## src/rtl/exe_stage_unit.sv

```systemverilog
// Execute stage of the ARM-subset pipeline: Val2 generation, ALU, NZCV status
// register, branch target and the EXE/MEM pipeline register.
module exe_stage_unit #(
   parameter int DATA_W = 32
) (
   input  logic              clk,
   input  logic              rst,
   input  logic              freeze,
   input  logic [DATA_W-1:0] pc_in,
   input  logic              wb_en_in,
   input  logic              mem_r_en_in,
   input  logic              mem_w_en_in,
   input  logic              b_in,
   input  logic              s_in,
   input  logic              imm_in,
   input  logic [3:0]        exe_cmd_in,
   input  logic [DATA_W-1:0] val_rn_in,
   input  logic [DATA_W-1:0] val_rm_in,
   input  logic [3:0]        dest_in,
   input  logic [11:0]       shift_operand_in,
   input  logic [23:0]       signed_imm_24_in,
   output logic              branch_taken,
   output logic [DATA_W-1:0] branch_addr,
   output logic [3:0]        status_out,
   output logic              wb_en_out,
   output logic              mem_r_en_out,
   output logic              mem_w_en_out,
   output logic [DATA_W-1:0] alu_result_out,
   output logic [DATA_W-1:0] val_rm_out,
   output logic [DATA_W-1:0] pc_out,
   output logic [3:0]        dest_out
);

   localparam logic [3:0] CMD_MOV = 4'b0001;
   localparam logic [3:0] CMD_MVN = 4'b1001;
   localparam logic [3:0] CMD_ADD = 4'b0010;
   localparam logic [3:0] CMD_ADC = 4'b0011;
   localparam logic [3:0] CMD_SUB = 4'b0100;
   localparam logic [3:0] CMD_SBC = 4'b0101;
   localparam logic [3:0] CMD_AND = 4'b0110;
   localparam logic [3:0] CMD_ORR = 4'b0111;
   localparam logic [3:0] CMD_EOR = 4'b1000;

   logic [DATA_W-1:0]   val2;
   logic [2*DATA_W-1:0] imm_rot_wide;
   logic [2*DATA_W-1:0] rm_rot_wide;
   logic [4:0]          shift_amt;
   logic [4:0]          imm_rot_amt;
   logic [DATA_W-1:0]   imm_zext;

   logic [DATA_W-1:0]   alu_result;
   logic [DATA_W-1:0]   addend_b;
   logic                carry_in;
   logic [DATA_W:0]     sum;
   logic                is_arith;
   logic                cmd_valid;
   logic [3:0]          new_status;

   // Rotations are taken from a doubled word so an amount of zero needs no special case.
   always_comb begin
      shift_amt    = shift_operand_in[11:7];
      imm_rot_amt  = {shift_operand_in[11:8], 1'b0};
      imm_zext     = {{(DATA_W-8){1'b0}}, shift_operand_in[7:0]};
      imm_rot_wide = {imm_zext, imm_zext} >> imm_rot_amt;
      rm_rot_wide  = {val_rm_in, val_rm_in} >> shift_amt;
      val2         = '0;
      if (mem_r_en_in || mem_w_en_in) begin
         val2 = {{(DATA_W-12){1'b0}}, shift_operand_in};
      end else if (imm_in) begin
         val2 = imm_rot_wide[DATA_W-1:0];
      end else begin
         case (shift_operand_in[6:5])
            2'b00:   val2 = val_rm_in << shift_amt;
            2'b01:   val2 = val_rm_in >> shift_amt;
            2'b10:   val2 = DATA_W'($signed(val_rm_in) >>> shift_amt);
            default: val2 = rm_rot_wide[DATA_W-1:0];
         endcase
      end
   end

   // Subtraction reuses the adder with an inverted operand and a carry-in.
   always_comb begin
      addend_b   = val2;
      carry_in   = 1'b0;
      is_arith   = 1'b0;
      cmd_valid  = 1'b1;
      alu_result = '0;
      case (exe_cmd_in)
         CMD_ADD: is_arith = 1'b1;
         CMD_ADC: begin is_arith = 1'b1; carry_in = status_out[1]; end
         CMD_SUB: begin is_arith = 1'b1; addend_b = ~val2; carry_in = 1'b1; end
         CMD_SBC: begin is_arith = 1'b1; addend_b = ~val2; carry_in = status_out[1]; end
         default: ;
      endcase
      sum = {1'b0, val_rn_in} + {1'b0, addend_b} + {{DATA_W{1'b0}}, carry_in};
      case (exe_cmd_in)
         CMD_MOV: alu_result = val2;
         CMD_MVN: alu_result = ~val2;
         CMD_ADD, CMD_ADC, CMD_SUB, CMD_SBC: alu_result = sum[DATA_W-1:0];
         CMD_AND: alu_result = val_rn_in & val2;
         CMD_ORR: alu_result = val_rn_in | val2;
         CMD_EOR: alu_result = val_rn_in ^ val2;
         default: cmd_valid = 1'b0;
      endcase
      new_status = status_out;
      if (cmd_valid) begin
         new_status[3] = alu_result[DATA_W-1];
         new_status[2] = (alu_result == '0);
         if (is_arith) begin
            new_status[1] = sum[DATA_W];
            new_status[0] = (val_rn_in[DATA_W-1] == addend_b[DATA_W-1]) &&
                            (alu_result[DATA_W-1] != val_rn_in[DATA_W-1]);
         end
      end
   end

   assign branch_taken = b_in;
   assign branch_addr  = pc_in + {{(DATA_W-26){signed_imm_24_in[23]}}, signed_imm_24_in, 2'b00};

   always_ff @(posedge clk or negedge rst) begin
      if (!rst) begin
         status_out <= '0;
      end else if (s_in && !freeze) begin
         status_out <= new_status;
      end
   end

   always_ff @(posedge clk or negedge rst) begin
      if (!rst) begin
         wb_en_out      <= 1'b0;
         mem_r_en_out   <= 1'b0;
         mem_w_en_out   <= 1'b0;
         alu_result_out <= '0;
         val_rm_out     <= '0;
         pc_out         <= '0;
         dest_out       <= '0;
      end else if (!freeze) begin
         wb_en_out      <= wb_en_in;
         mem_r_en_out   <= mem_r_en_in;
         mem_w_en_out   <= mem_w_en_in;
         alu_result_out <= alu_result;
         val_rm_out     <= val_rm_in;
         pc_out         <= pc_in;
         dest_out       <= dest_in;
      end
   end

endmodule

```

## config.mk

```make
export PLATFORM = sky130hd
export DESIGN_NAME = exe_stage_unit
export DESIGN_NICKNAME = d
export VERILOG_FILES = /design/src/rtl/exe_stage_unit.sv
export SDC_FILE = /design/constraint.sdc
export NUM_CORES = 1
export LEC_CHECK = 0
export BUFFER_PORTS_ARGS = -buffer_cell sky130_fd_sc_hd__buf_2
export CAP_MARGIN = 20
export CORE_ASPECT_RATIO = 1.2
export CORE_MARGIN = 2
export CORE_UTILIZATION = 40
export DETAILED_ROUTE_END_ITERATION = 6
export SKIP_CTS_REPAIR_TIMING = 1
export SLEW_MARGIN = 20
export SYNTH_ARGS = -nofsm -noshare
export SYNTH_HDL_FRONTEND = slang
export SYNTH_SLANG_ARGS = --single-unit
```

## constraint.sdc

```tcl
create_clock -name clk -period 12.3 [get_ports clk]
set_input_delay 0.615 -clock clk [delete_from_list [all_inputs] [get_ports clk]]
set_output_delay 0.615 -clock clk [all_outputs]
set_load 0.01 [all_outputs]
```

---- Yosys cells after proc, flatten, opt, wreduce, memory -nomap -nowiden ----
Index checks and enable logic that the tools add are counted.
word-level totals
  bits in registers ....................... 107
  word-level logic and storage cells ...... 54
  output and inout bits ................... 140
cells by class
  eq/ne operators ......................... 13
  shifts and indexed selects .............. 5
  add/subtract/negate cells ............... 3
  reductions and logical operators ........ 12
  bitwise gates (word level) .............. 4
  muxes and demuxes ....................... 8
operators by type and width
  operator                                       number
  case mux 32 bit (6 select lines)               1
  two-way mux 32 bit                             3
  case mux 32 bit (3 select lines)               1
  right shift 64 x 5 -> 32 bit                   1
  right shift 40 x 5 -> 32 bit                   1
  adder 32 x 32 -> 33 bit                        1
  adder 33 x 1 -> 33 bit                         1
  adder 32 bit                                   1
  bitwise AND 32 bit                             1
  logical NOT 32 bit                             1
  inverter 32 bit                                1
  OR 32 bit                                      1
  << shifter 32 x 5 -> 32 bit                    1
  right shift 32 x 5 -> 32 bit                   1
  >>> shifter 32 x 5 -> 32 bit                   1
  bitwise XOR 32 bit                             1
  == test 4 x 3 -> 1 bit, second input constant  4
  OR reduction 9 bit                             1
  == test 4 x 2 -> 1 bit, second input constant  2
  == test 4 bit, second input constant           2
  == test 4 x 1 -> 1 bit, second input constant  1
  OR reduction 2 bit                             2
  OR reduction 4 bit                             1
  AND reduction 3 bit                            1
  other kinds (11)                               13

---- Depth between registers and ports, before layout ----
  depth in word-level cells ............... 11
  gate-level depth with buffers ........... 26
  depth with buffers taken out ............ 21

---- Worst setup path before layout ----
OpenSTA, ideal clock, no wires.
  kind .................................... input-to-reg
  start ................................... input port shift_operand_in[7]
  end ..................................... register status_out[2]
  data required time ...................... 12.205 ns
  stages .................................. 22
  arrival ................................. 5.941 ns
  path slack .............................. 6.264 ns
  path buffers ............................ 4
  cell sequence ........................... buf_4 buf_6 buf_8 buf_8 mux2i_1 mux4_2 a221o_1 a32o_2 xor2_1 fa_1 nor2b_1 o31ai_1 a2111o_1 a21oi_1 o2111ai_1 o2111ai_1 a21oi_1 o21ai_0 mux2i_1 or4_1 or4_1 o31ai_1
between the ends
  longest elaborated chain between the ends .. 10
  elaborated cells between the ends (all ways) .. 17
  classes of those cells .................. add/sub: 2; shift: 5; mux: 5; bitwise: 4; reduce/logical: 1
ends and longest elaborated chain
  item                                                        line        text
  from (decl)                                                 20          input logic [11:0] shift_operand_in,
  right shift 64 x 5 -> 32 bit, or another cell as far along  65          rm_rot_wide = {val_rm_in, val_rm_in} >> shift_amt;
  case mux 32 bit (3 select lines)                            72          case (shift_operand_in[6:5])
  two-way mux 32 bit                                          69          end else if (imm_in) begin
  two-way mux 32 bit (*)                                      67          if (mem_r_en_in || mem_w_en_in) begin
  inverter 32 bit                                             91, 92, 98
  two-way mux 32 bit                                          --
  adder 32 x 32 -> 33 bit                                     95          sum = {1'b0, val_rn_in} + {1'b0, addend_b} + {{DATA_W{1'b0}}, carry_in};
  adder 33 x 1 -> 33 bit                                      95
  case mux 32 bit (6 select lines) (*)                        96          case (exe_cmd_in)
  logical NOT 32 bit (*)                                      108         new_status[2] = (alu_result == '0);
  to (signal assigned)                                        124         status_out <= new_status;
  to (decl)                                                   24          output logic [3:0] status_out,
Every way passes the cells marked *; elsewhere a longest branch is shown, timed or not.
A chain may end at the register's enable or synchronous reset.

---- Worst setup path after layout ----
Same ends and word-level chain as after synthesis.

==> impl_table.tex <==
\begin{tabular}{lr}
\hline
Metric & Value \\
\hline
\multicolumn{2}{l}{\textbf{CTS}} \\
\quad Root buf cell & sky130\_fd\_sc\_hd\_\_clkbuf\_16 \\
\quad Latest clock arrival within the worst-skew pair & 0.41 ns \\
\quad CTS tree & built \\
\quad TritonCTS buffer count & 9 \\
\quad Clock transition at path regs & 0.08 ns \\
\quad Clock Path Buffers & 2 \\
\quad \# clock sinks & 107 \\
\quad H-tree lvl count & 3 \\
\multicolumn{2}{l}{\textbf{Min path}} \\
\quad Type of the tightest min-delay check & in -> async \\
\multicolumn{2}{l}{\textbf{Synth}} \\
\quad Predominant post-synthesis flop cell & sky130\_fd\_sc\_hd\_\_dfrtp\_1 \\
\quad Syn nets & 2,204 \\
\quad Post-synthesis cell count & 1,925 \\
\quad Cell accounting for the most synthesized area & sky130\_fd\_sc\_hd\_\_dfrtp\_1 \\
\quad Number of enable flip-flop cells after synthesis & 0 \\
\quad Share of flip-flops with an asynchronous set or reset & 100\% \\
\quad Distinct cell type count of the synthesized netlist & 100 \\
\quad Synth warn & 0 \\
\quad Avg Cell Area, Syn & 8.44 um\^{}2 \\
\quad Largest cells by area after synthesis & sky130\_fd\_sc\_hd\_\_dfrtp\_1, sky130\_fd\_sc\_hd\_\_ha\_1, sky130\_fd\_sc\_hd\_\_mux2\_2 \\
\quad Count of state elements after synthesis & 107 \\
\quad Synth top area share & 16.5\% \\
\quad Share of the yosys chip area belonging to registers & 16.5\% \\
\quad Top cells by instance count after synthesis & sky130\_fd\_sc\_hd\_\_nand2\_1, sky130\_fd\_sc\_hd\_\_nor2\_1, sky130\_fd\_sc\_hd\_\_ha\_1 \\
\quad Cell area after synthesis & 16,200 um\^{}2 \\
\quad Dominant cell by count in the synthesized netlist & sky130\_fd\_sc\_hd\_\_nand2\_1 \\
\multicolumn{2}{l}{\textbf{Layout}} \\
\quad Antenna cell count & 0 \\
\quad Nets & 2,394 \\
\quad Layout cells sized above 1 & 26.0\% \\
\quad P\&R area growth vs syn & 11.8\% \\
\multicolumn{2}{l}{\textbf{STA}} \\
\quad Final max-slew violation count & 0 \\
\quad Final-report setup violation count & 0 \\
\quad Number of hold violations in the final report & 0 \\
\quad Setup repair after global routing missed its margin & no \\
\quad Slew HR & 25.7\% \\
\quad Post-layout minimum cycle time & 7.73 ns \\
\quad Tcrit/Tclk final & 62.9\% \\
\quad Transition time of the tightest slew-check pin & 1.11 ns \\
\quad Minimum setup slack in the final design & 4.57 ns \\
\quad Maximum clock rate & 129 MHz \\
\quad Post-route clock skew & 0.0150 ns \\
\quad Setup Total Neg Slack & 0 ns \\
\multicolumn{2}{l}{\textbf{Placed design}} \\
\quad Port Buffer Count & 286 \\
\quad Post-DP HPWL & 56,800 um \\
\quad Dpl ws & 4.34 ns \\
\quad Routability cong. & 1.03 \\
\multicolumn{2}{l}{\textbf{Detailed routing}} \\
\quad Per-cell via count in the routed design & 6.53 \\
\quad Initial drt markers & 1,746 \\
\quad Wire length after detailed routing & 74,100 um \\
\quad Routed Antenna Nets & 0 \\
\quad Number of detailed-routing iterations run before antenna repair & 5 \\
\quad Number of vias after detailed routing & 17,317 \\
\quad Mean routed wirelength per cell & 27.9 um \\
\quad Residual DRC count & 0 \\
\multicolumn{2}{l}{\textbf{Floorplanning}} \\
\quad Y dimension of the die & 225 um \\
\quad I/O pin count & 289 \\
\quad Std cell rows & 80 \\
\quad Die footprint & 42,200 um\^{}2 \\
\quad Core area & 39,900 um\^{}2 \\
\quad Horiz. Die Dim & 188 um \\
\quad Starting density of the core & 40.7\% \\
\multicolumn{2}{l}{\textbf{Power and ir drop}} \\
\quad Pwr dens & 87.9 nW/um\^{}2 \\
\quad Peak VDD IR & 74.9 uV \\
\quad Lkg Pwr & 8.09 nW \\
\multicolumn{2}{l}{\textbf{Critical path}} \\
\quad R2r setup slk & 7.12 ns \\
\quad Data arrival time at the worst-slack endpoint & 8.03 ns \\
\quad Depth of the worst register-to-register path & 17 \\
\quad Worst Setup End Kind & flip-flop \\
\quad Type of origin of the critical path & input port \\
\quad CP Data Required Time & 12.60 ns \\
\quad Worst r2r src & status\_out[1] \\
\quad Worst r2r dst & status\_out[2] \\
\quad Setup CP Type & in -> reg \\
\quad Crit path max fanout & 55 \\
\multicolumn{2}{l}{\textbf{Global route}} \\
\quad Vias in the first global route & 16,667 \\
\quad Sum of overflow across all layers after global routing & 0 \\
\quad Global-route total usage across every layer & 34.3\% \\
\quad Largest net degree at the start of global routing & 66 \\
\quad Wire length of the first global-routing pass & 109,000 um \\
\quad Number of antenna violations at the first check in global routing & 1 \\
\multicolumn{2}{l}{\textbf{Flow run}} \\
\quad Number of max-capacitance violations reported & 0 \\
\multicolumn{2}{l}{\textbf{Status}} \\
\quad Result of the run & finished clean \\
\hline
\end{tabular}
[routing by layer]
layer	wire, um	up-vias	global-route usage (%)
li1	-	7656	-
met1	29200	8534	42.0
met2	34900	907	57.0
met3	4920	220	4.28
met4	5050	0	22.1
met5	0	-	0
[critical path, cell delays in order]
cell	delay [ns]
sky130_fd_sc_hd__buf_4	0.57
sky130_fd_sc_hd__buf_4	0.77
sky130_fd_sc_hd__mux4_1	0.71
sky130_fd_sc_hd__mux2i_1	0.35
sky130_fd_sc_hd__and2_1	0.18
sky130_fd_sc_hd__o21a_1	0.14
sky130_fd_sc_hd__o21ai_0	0.09
sky130_fd_sc_hd__a21oi_1	0.58
sky130_fd_sc_hd__xnor2_1	0.14
sky130_fd_sc_hd__ha_1	0.37
sky130_fd_sc_hd__or3_1	0.12
sky130_fd_sc_hd__o211ai_1	0.11
sky130_fd_sc_hd__a2111o_1	0.44
sky130_fd_sc_hd__a21oi_1	0.48
sky130_fd_sc_hd__o2111ai_1	0.17
sky130_fd_sc_hd__o2111ai_1	0.24
sky130_fd_sc_hd__a21oi_1	0.12
sky130_fd_sc_hd__o21ai_0	0.25
sky130_fd_sc_hd__mux2i_1	0.11
sky130_fd_sc_hd__or4_1	0.60
sky130_fd_sc_hd__or4_1	0.55
sky130_fd_sc_hd__o31ai_1	0.25
[worst max-delay path by stage]
stage                              startpoint            end  slack, ns
after CTS                 shift_operand_in[7]  status_out[2]       4.72
after floorplan           shift_operand_in[7]  status_out[2]       6.26
final                     shift_operand_in[7]  status_out[2]       4.57
after global placement    shift_operand_in[7]  status_out[2]       4.39
after detailed placement  shift_operand_in[7]  status_out[2]       4.34
after global routing      shift_operand_in[7]  status_out[2]       4.10
[state kept, by name, summed over array words and instances (netlist names)]
signal / flops
mem_r_en_out: 1
alu_result_out: 32
val_rm_out: 32
wb_en_out: 1
dest_out: 4
pc_out: 32
status_out: 4
mem_w_en_out: 1
[cells in the final DEF (no fill, tap or decap), types with 29 or more instances in the layout]
cell,netlist,layout
sky130_fd_sc_hd__buf_2,16,283
sky130_fd_sc_hd__nand2_1,148,148
sky130_fd_sc_hd__ha_1,127,127
sky130_fd_sc_hd__nor2_1,129,125
sky130_fd_sc_hd__a21oi_1,125,125
sky130_fd_sc_hd__mux2_2,121,121
sky130_fd_sc_hd__o21ai_0,109,109
sky130_fd_sc_hd__dfrtp_1,107,107
sky130_fd_sc_hd__inv_1,92,92
sky130_fd_sc_hd__mux2i_1,72,72
sky130_fd_sc_hd__xnor2_1,68,68
sky130_fd_sc_hd__buf_4,14,48
sky130_fd_sc_hd__mux4_2,43,43
sky130_fd_sc_hd__nand3_1,37,37
sky130_fd_sc_hd__nor3_1,36,36
sky130_fd_sc_hd__a21o_1,30,30
sky130_fd_sc_hd__a31oi_1,29,29
[report_power, final]
group / switching (W) / internal, W / total, W / leakage, nW
registers: 0.0000228 / 0.000396 / 0.000419 / 1.27
logic: 0.000535 / 0.000334 / 0.000869 / 6.69
clock network: 0.000169 / 0.000140 / 0.000308 / 0.131
total: 0.000727 / 0.000869 / 0.00160 / 8.09
[cells by family (layout without fill, tap and decap cells)]
| group | after synthesis | count (layout) | synth area share (%) |
|---|---|---|---|
| AO/OA/AOI/OAI | 608 | 608 | 26.0 |
| AND/OR/NAND/NOR | 488 | 488 | 14.3 |
| buffers and inverters | 250 | 444 | 7.40 |
| multiplexers | 248 | 248 | 20.5 |
| adder cells (fa/ha/maj) | 130 | 130 | 10.2 |
| flip-flops | 107 | 107 | 16.5 |
| XOR/XNOR | 94 | 94 | 5.07 |
[cell type report]
type	count	area (um^2)
multi-input combinational	1568	12400
inverter	98	368
clock buffer	9	225
tap	533	667
sequential	107	2680
clock inverter	6	51.3
fill	4063	21800
timing repair buffer	331	1780
[through the flow]
step / utilization, % / total power (W) / area, um^2 / hold slack, ns / std cells
after floorplan: - / 0.000969 / 16200 / 0.319 / 1925
after global placement: 44.8 / 0.00127 / 17900 / 0.456 / 2637
after detailed placement: 44.8 / 0.00128 / 17900 / 0.464 / 2637
after CTS: 45.5 / 0.00160 / 18200 / 0.341 / 2652
after global routing: 45.5 / 0.00168 / 18200 / 0.391 / 2652
final: 45.5 / 0.00160 / 18200 / 0.319 / 2652
No activity file was read; power rests on OpenSTA's default activity.
